<file path="config.mk">
export PLATFORM = sky130hd
export DESIGN_NAME = nvdla_cmac_op_seq
export DESIGN_NICKNAME = d
export VERILOG_FILES = /design/src/rtl/nvdla_cmac_op_seq.sv
export SDC_FILE = /design/constraint.sdc
export NUM_CORES = 1
export LEC_CHECK = 0
export CAP_MARGIN = 20
export CORE_MARGIN = 5
export CORE_UTILIZATION = 51
export DETAILED_ROUTE_END_ITERATION = 10
export PLACE_DENSITY_LB_ADDON = 0.08
export SLEW_MARGIN = 20
export SYNTH_ARGS = -nofsm -noshare
export SYNTH_HDL_FRONTEND = slang
export SYNTH_SLANG_ARGS = --single-unit
</file>
<file path="constraint.sdc">
create_clock -name nvdla_core_clk -period 2.7 [get_ports nvdla_core_clk]
set_clock_uncertainty 0.1 [all_clocks]
set_input_delay 0.27 -clock nvdla_core_clk [delete_from_list [all_inputs] [get_ports nvdla_core_clk]]
set_output_delay 0.27 -clock nvdla_core_clk [all_outputs]
set_load 0.01 [all_outputs]
</file>
<file path="src/rtl/nvdla_cmac_op_seq.sv">
// nvdla_cmac_op_seq: per-layer CMAC sequencer that latches config, admits beats, drains the MAC pipe and pulses done.
module nvdla_cmac_op_seq #(
    parameter int CNT_W    = 24,
    parameter int PIPE_LAT = 7,
    parameter int WARMUP   = 2
) (
    input  logic             nvdla_core_clk,
    input  logic             nvdla_core_rst,
    input  logic             reg2dp_op_en,
    input  logic [1:0]       reg2dp_proc_precision,
    input  logic             reg2dp_conv_mode,
    input  logic [CNT_W-1:0] reg2dp_atomic_total,
    input  logic             sc2mac_dat_valid,
    input  logic             sc2mac_dat_layer_end,
    output logic             mac_in_rdy,
    output logic             cfg_is_int8,
    output logic             cfg_is_int16,
    output logic             cfg_is_fp16,
    output logic             cfg_is_wg,
    output logic             slcg_en,
    output logic             op_busy,
    output logic [CNT_W-1:0] beat_cnt,
    output logic             dp2reg_done,
    output logic             err_unexpected_beat,
    output logic             err_layer_end
);
    localparam int TW = $clog2((PIPE_LAT > WARMUP ? PIPE_LAT : WARMUP) + 1);
    typedef enum logic [2:0] {IDLE, CFG, RUN, DRAIN, DONE} state_t;
    state_t state, state_nx;
    logic op_en_d1, done_d1, start, accept, last_beat;
    logic [TW-1:0] tcnt;
    logic [CNT_W-1:0] total;
    assign start       = reg2dp_op_en & (~op_en_d1 | done_d1);
    assign mac_in_rdy  = state == RUN;
    assign slcg_en     = state == CFG || state == RUN || state == DRAIN;
    assign op_busy     = state != IDLE;
    assign dp2reg_done = state == DONE;
    assign accept      = sc2mac_dat_valid & mac_in_rdy;
    assign last_beat   = accept & (beat_cnt == total);
    always_comb begin
        state_nx = state;
        case (state)
            IDLE:    state_nx = start ? CFG : IDLE;
            CFG:     state_nx = (tcnt == TW'(WARMUP - 1)) ? RUN : CFG;
            RUN:     state_nx = last_beat ? DRAIN : RUN;
            DRAIN:   state_nx = (tcnt == TW'(PIPE_LAT - 1)) ? DONE : DRAIN;
            default: state_nx = IDLE;
        endcase
    end
    always_ff @(posedge nvdla_core_clk)
        state <= nvdla_core_rst ? IDLE : state_nx;
    always_ff @(posedge nvdla_core_clk) begin
        if (nvdla_core_rst) begin
            op_en_d1            <= 1'b0;
            done_d1             <= 1'b0;
            tcnt                <= '0;
            total               <= '0;
            beat_cnt            <= '0;
            cfg_is_int8         <= 1'b0;
            cfg_is_int16        <= 1'b1;
            cfg_is_fp16         <= 1'b0;
            cfg_is_wg           <= 1'b0;
            err_unexpected_beat <= 1'b0;
            err_layer_end       <= 1'b0;
        end else begin
            op_en_d1 <= reg2dp_op_en;
            done_d1  <= dp2reg_done;
            tcnt     <= (state_nx != state) ? '0 : tcnt + TW'(1);
            if (state == IDLE && start) begin
                cfg_is_int8         <= reg2dp_proc_precision == 2'd0;
                cfg_is_int16        <= reg2dp_proc_precision == 2'd1;
                cfg_is_fp16         <= reg2dp_proc_precision == 2'd2;
                cfg_is_wg           <= reg2dp_conv_mode;
                total               <= reg2dp_atomic_total;
                beat_cnt            <= '0;
                err_unexpected_beat <= 1'b0;
                err_layer_end       <= 1'b0;
            end
            // saturate so a full-range total ends on all-ones rather than wrapping
            if (accept)
                beat_cnt <= (&beat_cnt) ? beat_cnt : beat_cnt + CNT_W'(1);
            if (accept && ((beat_cnt == total) != sc2mac_dat_layer_end))
                err_layer_end <= 1'b1;
            if (sc2mac_dat_valid && state != RUN)
                err_unexpected_beat <= 1'b1;
        end
    end
endmodule

</file>
* After elaboration in Yosys (flattened, before gate mapping)
Cells that the tools add are included.
Storage, ports and cells: bits in latches 0, bits in writable memories 0, memories kept 0, input bits 32, output and inout bits 34, word-level logic and storage cells 57, register bits after elaboration 62, memory bits (read-only) 0
Operators by class: divide/modulo/power cells 0, reduce and logical (&&, ||, !) cells 14, bitwise gates (word level) 5, magnitude comparators 0, muxes and demuxes 11, add/subtract/negate cells 2, equal/unequal tests 13, shift-type cells 0, multipliers 0
Operators by type and width (count):
- 24-bit two-way mux | 3
- 24-bit by 1-bit adder with 24-bit output (second input constant) | 1
- 24-bit equality test | 1
- 24-bit AND reduction | 1
- 3-bit one-hot mux with 4 select lines | 1
- 3-bit by 1-bit equality test with 1-bit output (second input constant) | 2
- 3-bit by 2-bit equality test with 1-bit output (second input constant) | 2
- 3-bit equality test (second input constant) | 2
- 2-bit nonzero test | 3
- 1-bit two-way mux | 5
- 3-bit by 1-bit adder with 3-bit output (second input constant) | 1
- 1-bit AND | 3
- 1-bit logical AND | 3
- 3-bit zero test | 1
- 3-bit two-way mux | 1
- 3-bit by 2-bit inequality test with 1-bit output (second input constant) | 1
- 3-bit inequality test | 1
- 3-bit nonzero test | 1
- 2-bit by 1-bit equality test with 1-bit output (second input constant) | 1
- 2-bit equality test (second input constant) | 1
- 2-bit zero test | 1
- 1-bit logical OR | 2
- 2-bit two-way mux | 1
- 2-bit inequality test (second input constant) | 1
- other kinds (5) | 5

* Logic depth before layout (Yosys ltp)
Gate-level depths: netlist of the first run.
depth in word-level cells 7, depth in mapped cells 8, depth with buffers taken out 7

* Worst setup path before layout of the first run
No wires, ideal clock.
kind flip-flop to flip-flop, start register beat_cnt[0], end register beat_cnt[10], setup time 0.088 ns, arrival 1.898 ns, buffers on the path 2, setup slack 0.614 ns, stages on the path, launching flop included 9, clock period less this slack 2.086 ns, data required time 2.512 ns, path through dfxtp_1 -> ha_1 -> nand3_2 -> nor4_4 -> a21o_1 -> buf_4 -> buf_6 -> nand2_4 -> a311oi_2
Between the ends: cells in the longest elaborated chain, start to end 3, elaborated cells on any way between the ends 6, those cells by class add/sub (1); eq/ne (1); mux (2); reduce/logical (2)
Ends and longest elaborated chain:
- start, declared | line 22 | output logic [CNT_W-1:0] beat_cnt,
- start signal, assigned | line 81 | beat_cnt <= (&beat_cnt) ? beat_cnt : beat_cnt + CNT_W'(1);
- 24-bit by 1-bit adder with 24-bit output or 24-bit AND reduction (tied branches) | line 81
- 24-bit two-way mux or 2-bit inequality test (tied branches)
- 24-bit two-way mux or 2-bit AND reduction (tied branches)
Parallel ways exist; a longest one is shown, timed or not. The select of a mux whose other input is x is not followed. A chain may end at the register's enable or synchronous reset.

* Worst setup path in the final report of the first run
start register beat_cnt[0], end register beat_cnt[23]
The elaborated chain is that of the path after synthesis.

==> results_tabular.tex, run 1 <==
\begin{tabular}{lr}
\hline
Metric & Value \\
\hline
\multicolumn{2}{l}{\textbf{Outcome}} \\
Run status & finished clean \\
\multicolumn{2}{l}{\textbf{Synthesis}} \\
Ys flop type & dfxtp\_1 \\
Number of synthesized flops with an enable pin & 0 \\
Syn Std Cell Area & about 0.0031 mm2 \\
Dominant combinational cell family by area after synthesis & simple AND/OR/NAND/NOR gates \\
Simple-gate share of the synthesized area & 26.9\% \\
Library cell with the largest summed area after synthesis & dfxtp\_1 \\
Post-synthesis average cell area & around 8.4 um2 \\
Sequential area share after synthesis & 40.0\% \\
Multiplexer fraction of the synthesized cell area & 0.686\% \\
Async SR Flop Fraction & 0\% \\
Post-synthesis compound-gate area fraction & a little under a fifth \\
Synthesized flop and latch total & 62 \\
Area share of the largest cell type after synthesis & roughly two fifths \\
Number of warnings reported in the yosys synthesis log & 0 \\
Adder-cell share of the synthesized area & between 1.5 and 2\% \\
Biggest area contributors in the synthesized netlist & dfxtp\_1 40\%, nand2\_1 8.8\%, xnor2\_1 7.1\% \\
Unique cell type count in the Yosys netlist & 53 \\
Xor and xnor area share after synthesis & under 10\% \\
Mapped Nets & 407 \\
Cell count after synthesis & 371 \\
\multicolumn{2}{l}{\textbf{Finish}} \\
Footprint of the flip-flops and latches & between 0.001 and 0.0015 mm2 \\
Fraction of final layout cells with drive strength greater than 1 & 8.99\% \\
Most common cell after layout, fill and taps aside & nand2\_1 \\
Number of diodes & 0 \\
\# fillers & 544 \\
Final core utilization & 66.8\% \\
Leading cell types in the layout, fill and taps excluded & 73 x nand2\_1, 64 x clkdlybuf4s50\_1, 62 x dfxtp\_1, 37 x a21oi\_1, 25 x xnor2\_1 \\
Number of nets in the final layout & $\sim$470 \\
Area growth from synthesis to layout & 27.6\% \\
Multi-input combinational cell area & 0.00169 mm2 \\
\multicolumn{2}{l}{\textbf{Worst setup path}} \\
Reg-to-reg critical path endpoint & beat\_cnt[23] \\
Arr. time, crit path & 2.38 ns \\
Worst reg2reg setup slack & 0.43 ns \\
Launching point of the worst reg2reg path & beat\_cnt[0] \\
Largest fanout on the critical path & 11 \\
CP Launch Type & flop \\
Required @ worst endpoint & 2.82 ns \\
Sort of element at the end of the critical path & flop \\
Type of the worst setup path & flop to flop \\
Depth of the most critical reg-to-reg path & 7 \\
\multicolumn{2}{l}{\textbf{Clock network}} \\
Post-CTS setup repair buffer count & 0 \\
Post-cts repair resize count & 0 \\
H-tree level count & 3 \\
Worst skew pair latency & approximately 0.34 ns \\
Clock-pin slew reported for the worst setup and hold paths after clock tree synthesis & around 0.060 ns \\
TritonCTS clock tree & built \\
Hold buffers post-CTS & 0 \\
Maximum clock path buffer count & 2 \\
TritonCTS buffer count & 9 \\
Clock root buffer master & clkbuf\_8 \\
Number of sinks handled by clock tree synthesis & 62 \\
\multicolumn{2}{l}{\textbf{Route}} \\
Wire length after detailed routing & 8.19 mm \\
Average via count per standard cell & 5.73 \\
Number of DRC violations after detailed-routing iteration 0 & 150 \\
Average detailed-routed wire length per instance & 16.1 um \\
Detailed-route DRC error count & 0 \\
Length of the first detailed-routing pass in iterations & 4 \\
Antenna viol nets, final & 0 \\
Total number of vias & 2917 \\
\multicolumn{2}{l}{\textbf{STA}} \\
Unrepaired setup endpoints after global routing & false \\
Worst slew pin tran & 0.598 ns \\
Total negative slack for setup checks & 0 ns \\
Number of failing setup endpoints in the final timing report & 0 \\
Maximum achievable frequency & 441 MHz \\
Final critical-path setup slack & between 0.4 and 0.5 ns \\
Count of final max-slew check failures & 0 \\
Number of endpoints with negative hold slack in the final report & 0 \\
Tcrit/Tclk final & roughly 84\% \\
Clock period minus final worst setup slack & 2.27 ns \\
Max\_slew headroom & between 50\% and 60\% \\
\multicolumn{2}{l}{\textbf{Hold path}} \\
Startpoint of the lowest-slack hold path & nvdla\_core\_rst \\
Worst min-delay path class & input pin to flop \\
Terminating pin of the worst hold path & err\_unexpected\_beat \\
WHS Path Cells & 2 \\
\multicolumn{2}{l}{\textbf{Floorplan}} \\
Effective utilization at floorplan & 52.4\% \\
Width of the die & 88.0 um \\
Floorplan die height & around 88 um \\
Num rows & 28 \\
Area of the core & 0.00592 mm2 \\
Full die area & around 0.0077 mm2 \\
Io pins & 66 \\
\multicolumn{2}{l}{\textbf{GRT}} \\
Via count of the first global-routing pass & $\sim$2800 \\
Global-route usage over all layers & $\sim$23\% \\
Number of antenna violations at the first check in global routing & 0 \\
First-pass GRT wire length & 13.6 mm \\
Pin count of the biggest net entering global routing & 39 \\
GRT overflow & 0 \\
\multicolumn{2}{l}{\textbf{Placed design}} \\
Placer congestion estimate & around 0.84 \\
Count of input and output buffers & 65 \\
Setup slack after placement & 0.449 ns \\
DP HPWL & 5.95 mm \\
\multicolumn{2}{l}{\textbf{Power}} \\
Power per unit of standard cell area & between 500 and 600 mW/mm2 \\
Sum of internal, switching and leakage power & between 0.0015 and 0.002 W \\
Leak & 1.34 nW \\
IR drop worst, VDD & 0.000327 V \\
\multicolumn{2}{l}{\textbf{Flow run}} \\
Maxcap violations & 0 \\
\hline
\end{tabular}
==> worst max-delay path by stage <==
stage,start,end,slack [ns],depth (start not counted)
after floorplan,beat_cnt[0],beat_cnt[10],0.61,8
after global routing,beat_cnt[1],beat_cnt[6],0.24,7
after CTS,beat_cnt[0],beat_cnt[6],0.44,7
after detailed placement,beat_cnt[0],beat_cnt[6],0.45,7
final,beat_cnt[0],beat_cnt[23],0.43,7
after global placement,beat_cnt[0],beat_cnt[23],0.53,7
==> worst max-delay path, cell delays in order (launching register included) <==
cell	delay, ns
dfxtp_1	0.43
ha_1	0.24
nand3_2	0.17
nor4_4	0.46
a21o_1	0.22
buf_4	0.18
nor3_1	0.08
mux2_2	0.27
==> report_power, final <==
part           leakage [nW]  internal, W  total [W]  switching (W)
Combinational         0.744     0.000132   0.000279       0.000146
Clock                0.0914     0.000397   0.000731       0.000334
Sequential            0.504     0.000952   0.000982      0.0000300
==> logic make-up (layout without fill, tap and decap cells) <==
| logic type | Yosys count | in the layout |
|---|---|---|
| flops | 62 | 62 |
| fa+ha+maj | 4 | 4 |
| compound gates | 80 | 80 |
| simple gates | 164 | 164 |
| buf+inv | 34 | 97 |
| mux | 2 | 2 |
| xor+xnor | 25 | 25 |
==> state kept, by name, summed over array words and instances (netlist names) <==
signal               flops
beat_cnt                24
total                   24
state                    3
tcnt                     3
cfg_is_fp16              1
cfg_is_int16             1
cfg_is_int8              1
cfg_is_wg                1
done_d1                  1
err_layer_end            1
err_unexpected_beat      1
op_en_d1                 1
==> layout make-up <==
cell class / count / area share [%]
multi-input cells: 275 / 42.8
flip-flops and latches: 62 / 31.4
repair buffers: 76 / 18.4
clock buffers: 13 / 4.27
well taps: 75 / 2.37
inverters: 7 / 0.664
clock inverters: 1 / 0.126
==> cell usage after synthesis (2+ instances only) <==
cell type  number
and2_1          2
nor3b_1         4
xnor2_1        25
a311oi_2        2
buf_6           3
o21ai_0         4
a2111o_1        5
nand3b_1        5
nand3_1        17
inv_1           7
or4_1           2
a31oi_1         5
nand4_1        13
or2_2           3
dfxtp_1        62
a21oi_1        37
buf_4           2
nor3_1          9
or3_1           4
ha_1            4
o41ai_1         6
o2111ai_1      11
and3_1          3
nor2b_1         2
clkbuf_1       11
buf_2           9
nand2_1        73
nor2_1         15
nor4_1          2
==> stage by stage <==
stage,hold slack (ns),instances,area (um2)
6_report,0.225,509,3960
3_5_place_dp,0.355,495,3780
3_3_place_gp,0.342,495,3780
4_1_cts,0.233,509,3960
5_1_grt,0.264,509,3960
2_1_floorplan,0.298,371,3100
==> metal layers <==
| metal | GRT usage [%] | vias to the layer above | part of all wire [%] |
|---|---|---|---|
| li1 | - | 1446 | - |
| met1 | 29.8 | 1358 | 45 |
| met2 | 36.4 | 96 | 48 |
| met3 | 4.14 | 17 | 5.6 |
| met4 | 9.48 | 0 | 1.9 |
| met5 | 0 | - | 0 |
Note: power is estimated with default switching activity, not from simulation.
==> run 2, diff against run 1 <==
==> constraint.sdc (replaced) <==
create_clock -name nvdla_core_clk -period 2.1 [get_ports nvdla_core_clk]
set_clock_uncertainty 0.1 [all_clocks]
set_input_delay 0.21 -clock nvdla_core_clk [delete_from_list [all_inputs] [get_ports nvdla_core_clk]]
set_output_delay 0.21 -clock nvdla_core_clk [all_outputs]
set_load 0.01 [all_outputs]
==> run 2 against run 1 <==
Effect of this change:
- clock power increased by 78%
- highest routed layer unchanged
- design area rose by 8.9%
- largest cell class unchanged
- combinational power up 40%
- register-to-register slack got worse by 0.37 ns
- critical endpoint is now beat_cnt[17]
- global-route usage is 1.9 points higher
- clock-buffer cell count shrank 2
- power rose by 48%
==> results_tabular.tex, run 2 (synthesis gave the netlist of run 1 again) <==
\begin{tabular}{lr}
\hline
Metric & Value \\
\hline
\multicolumn{2}{l}{\textbf{Outcome}} \\
Run status & finished clean \\
\multicolumn{2}{l}{\textbf{Floorplan}} \\
Width of the die & 88.0 um \\
Area of the core & 0.00592 mm2 \\
Io pins & 66 \\
Effective utilization at floorplan & between 50 and 60\% \\
Full die area & 0.00774 mm2 \\
Num rows & 28 \\
Floorplan die height & 88.0 um \\
\multicolumn{2}{l}{\textbf{Worst setup path}} \\
Type of the worst setup path & flop to flop \\
Sort of element at the end of the critical path & flop \\
Arr. time, crit path & 2.16 ns \\
CP Launch Type & flop \\
Largest fanout on the critical path & 16 \\
Required @ worst endpoint & 2.22 ns \\
\multicolumn{2}{l}{\textbf{Route}} \\
Wire length after detailed routing & just under 9 mm \\
Average detailed-routed wire length per instance & approximately 16 um \\
Length of the first detailed-routing pass in iterations & 5 \\
Average via count per standard cell & 5.66 \\
Total number of vias & 3089 \\
Number of DRC violations after detailed-routing iteration 0 & 155 \\
Antenna viol nets, final & 0 \\
Detailed-route DRC error count & 0 \\
\multicolumn{2}{l}{\textbf{Clock network}} \\
TritonCTS buffer count & 9 \\
Worst skew pair latency & 0.34 ns \\
Maximum clock path buffer count & 2 \\
Number of sinks handled by clock tree synthesis & 62 \\
Clock root buffer master & clkbuf\_8 \\
TritonCTS clock tree & built \\
H-tree level count & 3 \\
Clock-pin slew reported for the worst setup and hold paths after clock tree synthesis & 0.07 ns \\
\multicolumn{2}{l}{\textbf{STA}} \\
Maximum achievable frequency & roughly 490 MHz \\
Worst hold-check slack & around 0.17 ns \\
Worst slew pin tran & 0.362 ns \\
Max\_slew headroom & 75.6\% \\
Number of endpoints with negative hold slack in the final report & 0 \\
Clock period minus final worst setup slack & 2.04 ns \\
Tcrit/Tclk final & between 90 and 100\% \\
Unrepaired setup endpoints after global routing & false \\
Count of final max-slew check failures & 0 \\
Total negative slack for setup checks & 0 ns \\
Number of failing setup endpoints in the final timing report & 0 \\
\multicolumn{2}{l}{\textbf{Flow run}} \\
Maxcap violations & 0 \\
\multicolumn{2}{l}{\textbf{Power}} \\
IR drop worst, VDD & 0.000399 V \\
Fraction of power consumed by combinational cells & 13.3\% \\
Leak & about 1.6 nW \\
Sequential share of power & 42.7\% \\
Switching part of the total power & about a quarter \\
Power per unit of standard cell area & 683 mW/mm2 \\
Switching power total & 0.000707 W \\
Cell Int Power & 0.00224 W \\
Share of total power in the clock network & 44.1\% \\
\multicolumn{2}{l}{\textbf{Finish}} \\
Number of diodes & 0 \\
Most common cell after layout, fill and taps aside & nand2\_1 \\
Area growth from synthesis to layout & 39.1\% \\
Largest registers & beat\_cnt: 24 flops, total: 24 flops \\
Leading cell types in the layout, fill and taps excluded & 73 x nand2\_1, 64 x clkdlybuf4s50\_1, 62 x dfxtp\_1, 45 x buf\_4, 37 x a21oi\_1 \\
Number of nets in the final layout & 502 \\
Final core utilization & about 73\% \\
Fraction of final layout cells with drive strength greater than 1 & between 10\% and 20\% \\
Final Non-Filler Cells & 546 \\
\multicolumn{2}{l}{\textbf{Hold path}} \\
Worst min-delay path class & input pin to flop \\
\multicolumn{2}{l}{\textbf{GRT}} \\
First-pass GRT wire length & roughly 15 mm \\
Pin count of the biggest net entering global routing & 23 \\
GRT overflow & 0 \\
Global-route usage over all layers & 24.5\% \\
Via count of the first global-routing pass & between 3000 and 4000 \\
Number of antenna violations at the first check in global routing & 0 \\
\multicolumn{2}{l}{\textbf{Placed design}} \\
DP HPWL & between 6 and 7 mm \\
Count of input and output buffers & 65 \\
Placer congestion estimate & 0.865 \\
Placed cell count & roughly 530 \\
\hline
\end{tabular}
-- run 2: what timing repair did --
| action | CTS | global route |
|---|---|---|
| setup endpoints to repair | 0 | 5 |
| buffers inserted | 0 | 2 |
| hold buffers | 0 | 0 |
| gates resized for setup | 0 | 1 |
-- run 2: worst paths after layout --
path         slack [ns]  depth (start not counted)            to      startpoint
max                0.06                          5  beat_cnt[17]        state[2]
max reg2reg        0.06                          5  beat_cnt[17]        state[2]
min                0.17                          2      state[0]  nvdla_core_rst
min reg2reg        0.37                          2      total[1]        total[1]
-- run 2: final cells by class --
type / instances / area, um2
sequential: 62 / 1240
fill: 481 / 1610
tap: 75 / 93.8
multi-input combinational: 275 / 1700
clock buffer: 11 / 141
inverter: 7 / 26.3
timing repair buffer: 111 / 1000
clock inverter: 5 / 106
-- run 2: power groups by stage --
stage,sequential [W],combinational [W],clock [W]
global placement,0.00128,0.000377,0
floorplan,0.00128,0.000224,0
finish,0.00126,0.000391,0.00130
detailed placement,0.00128,0.000385,0
CTS,0.00126,0.000388,0.00132
global route,0.00126,0.000430,0.00137
-- run 2: routing by layer --
metal	wire length (um)	vias to the layer above	GRT usage, %
met4	208	0	10.7
met2	4170	113	40.6
met5	0	-	0
met3	594	16	4.80
li1	-	1521	-
met1	3940	1439	30.9
-- run 2: worst max-delay path: stages, from the launching register on --
cell,delay (ns)
dfxtp_1,0.31
or3_4,0.40
or3b_4,0.51
nand2_1,0.29
a2111oi_2,0.08
or2_1,0.22
-- run 2: metrics by stage --
| stage | area [um2] | total power (W) | worst slack, ns |
|---|---|---|---|
| CTS | 4290 | 0.00296 | 0.0100 |
| finish | 4310 | 0.00294 | 0.0601 |
| global route | 4310 | 0.00306 | 0.0110 |
| detailed placement | 4040 | 0.00167 | 0.0355 |
| floorplan | 3100 | 0.00150 | 0.0138 |
| global placement | 4040 | 0.00166 | 0.0942 |
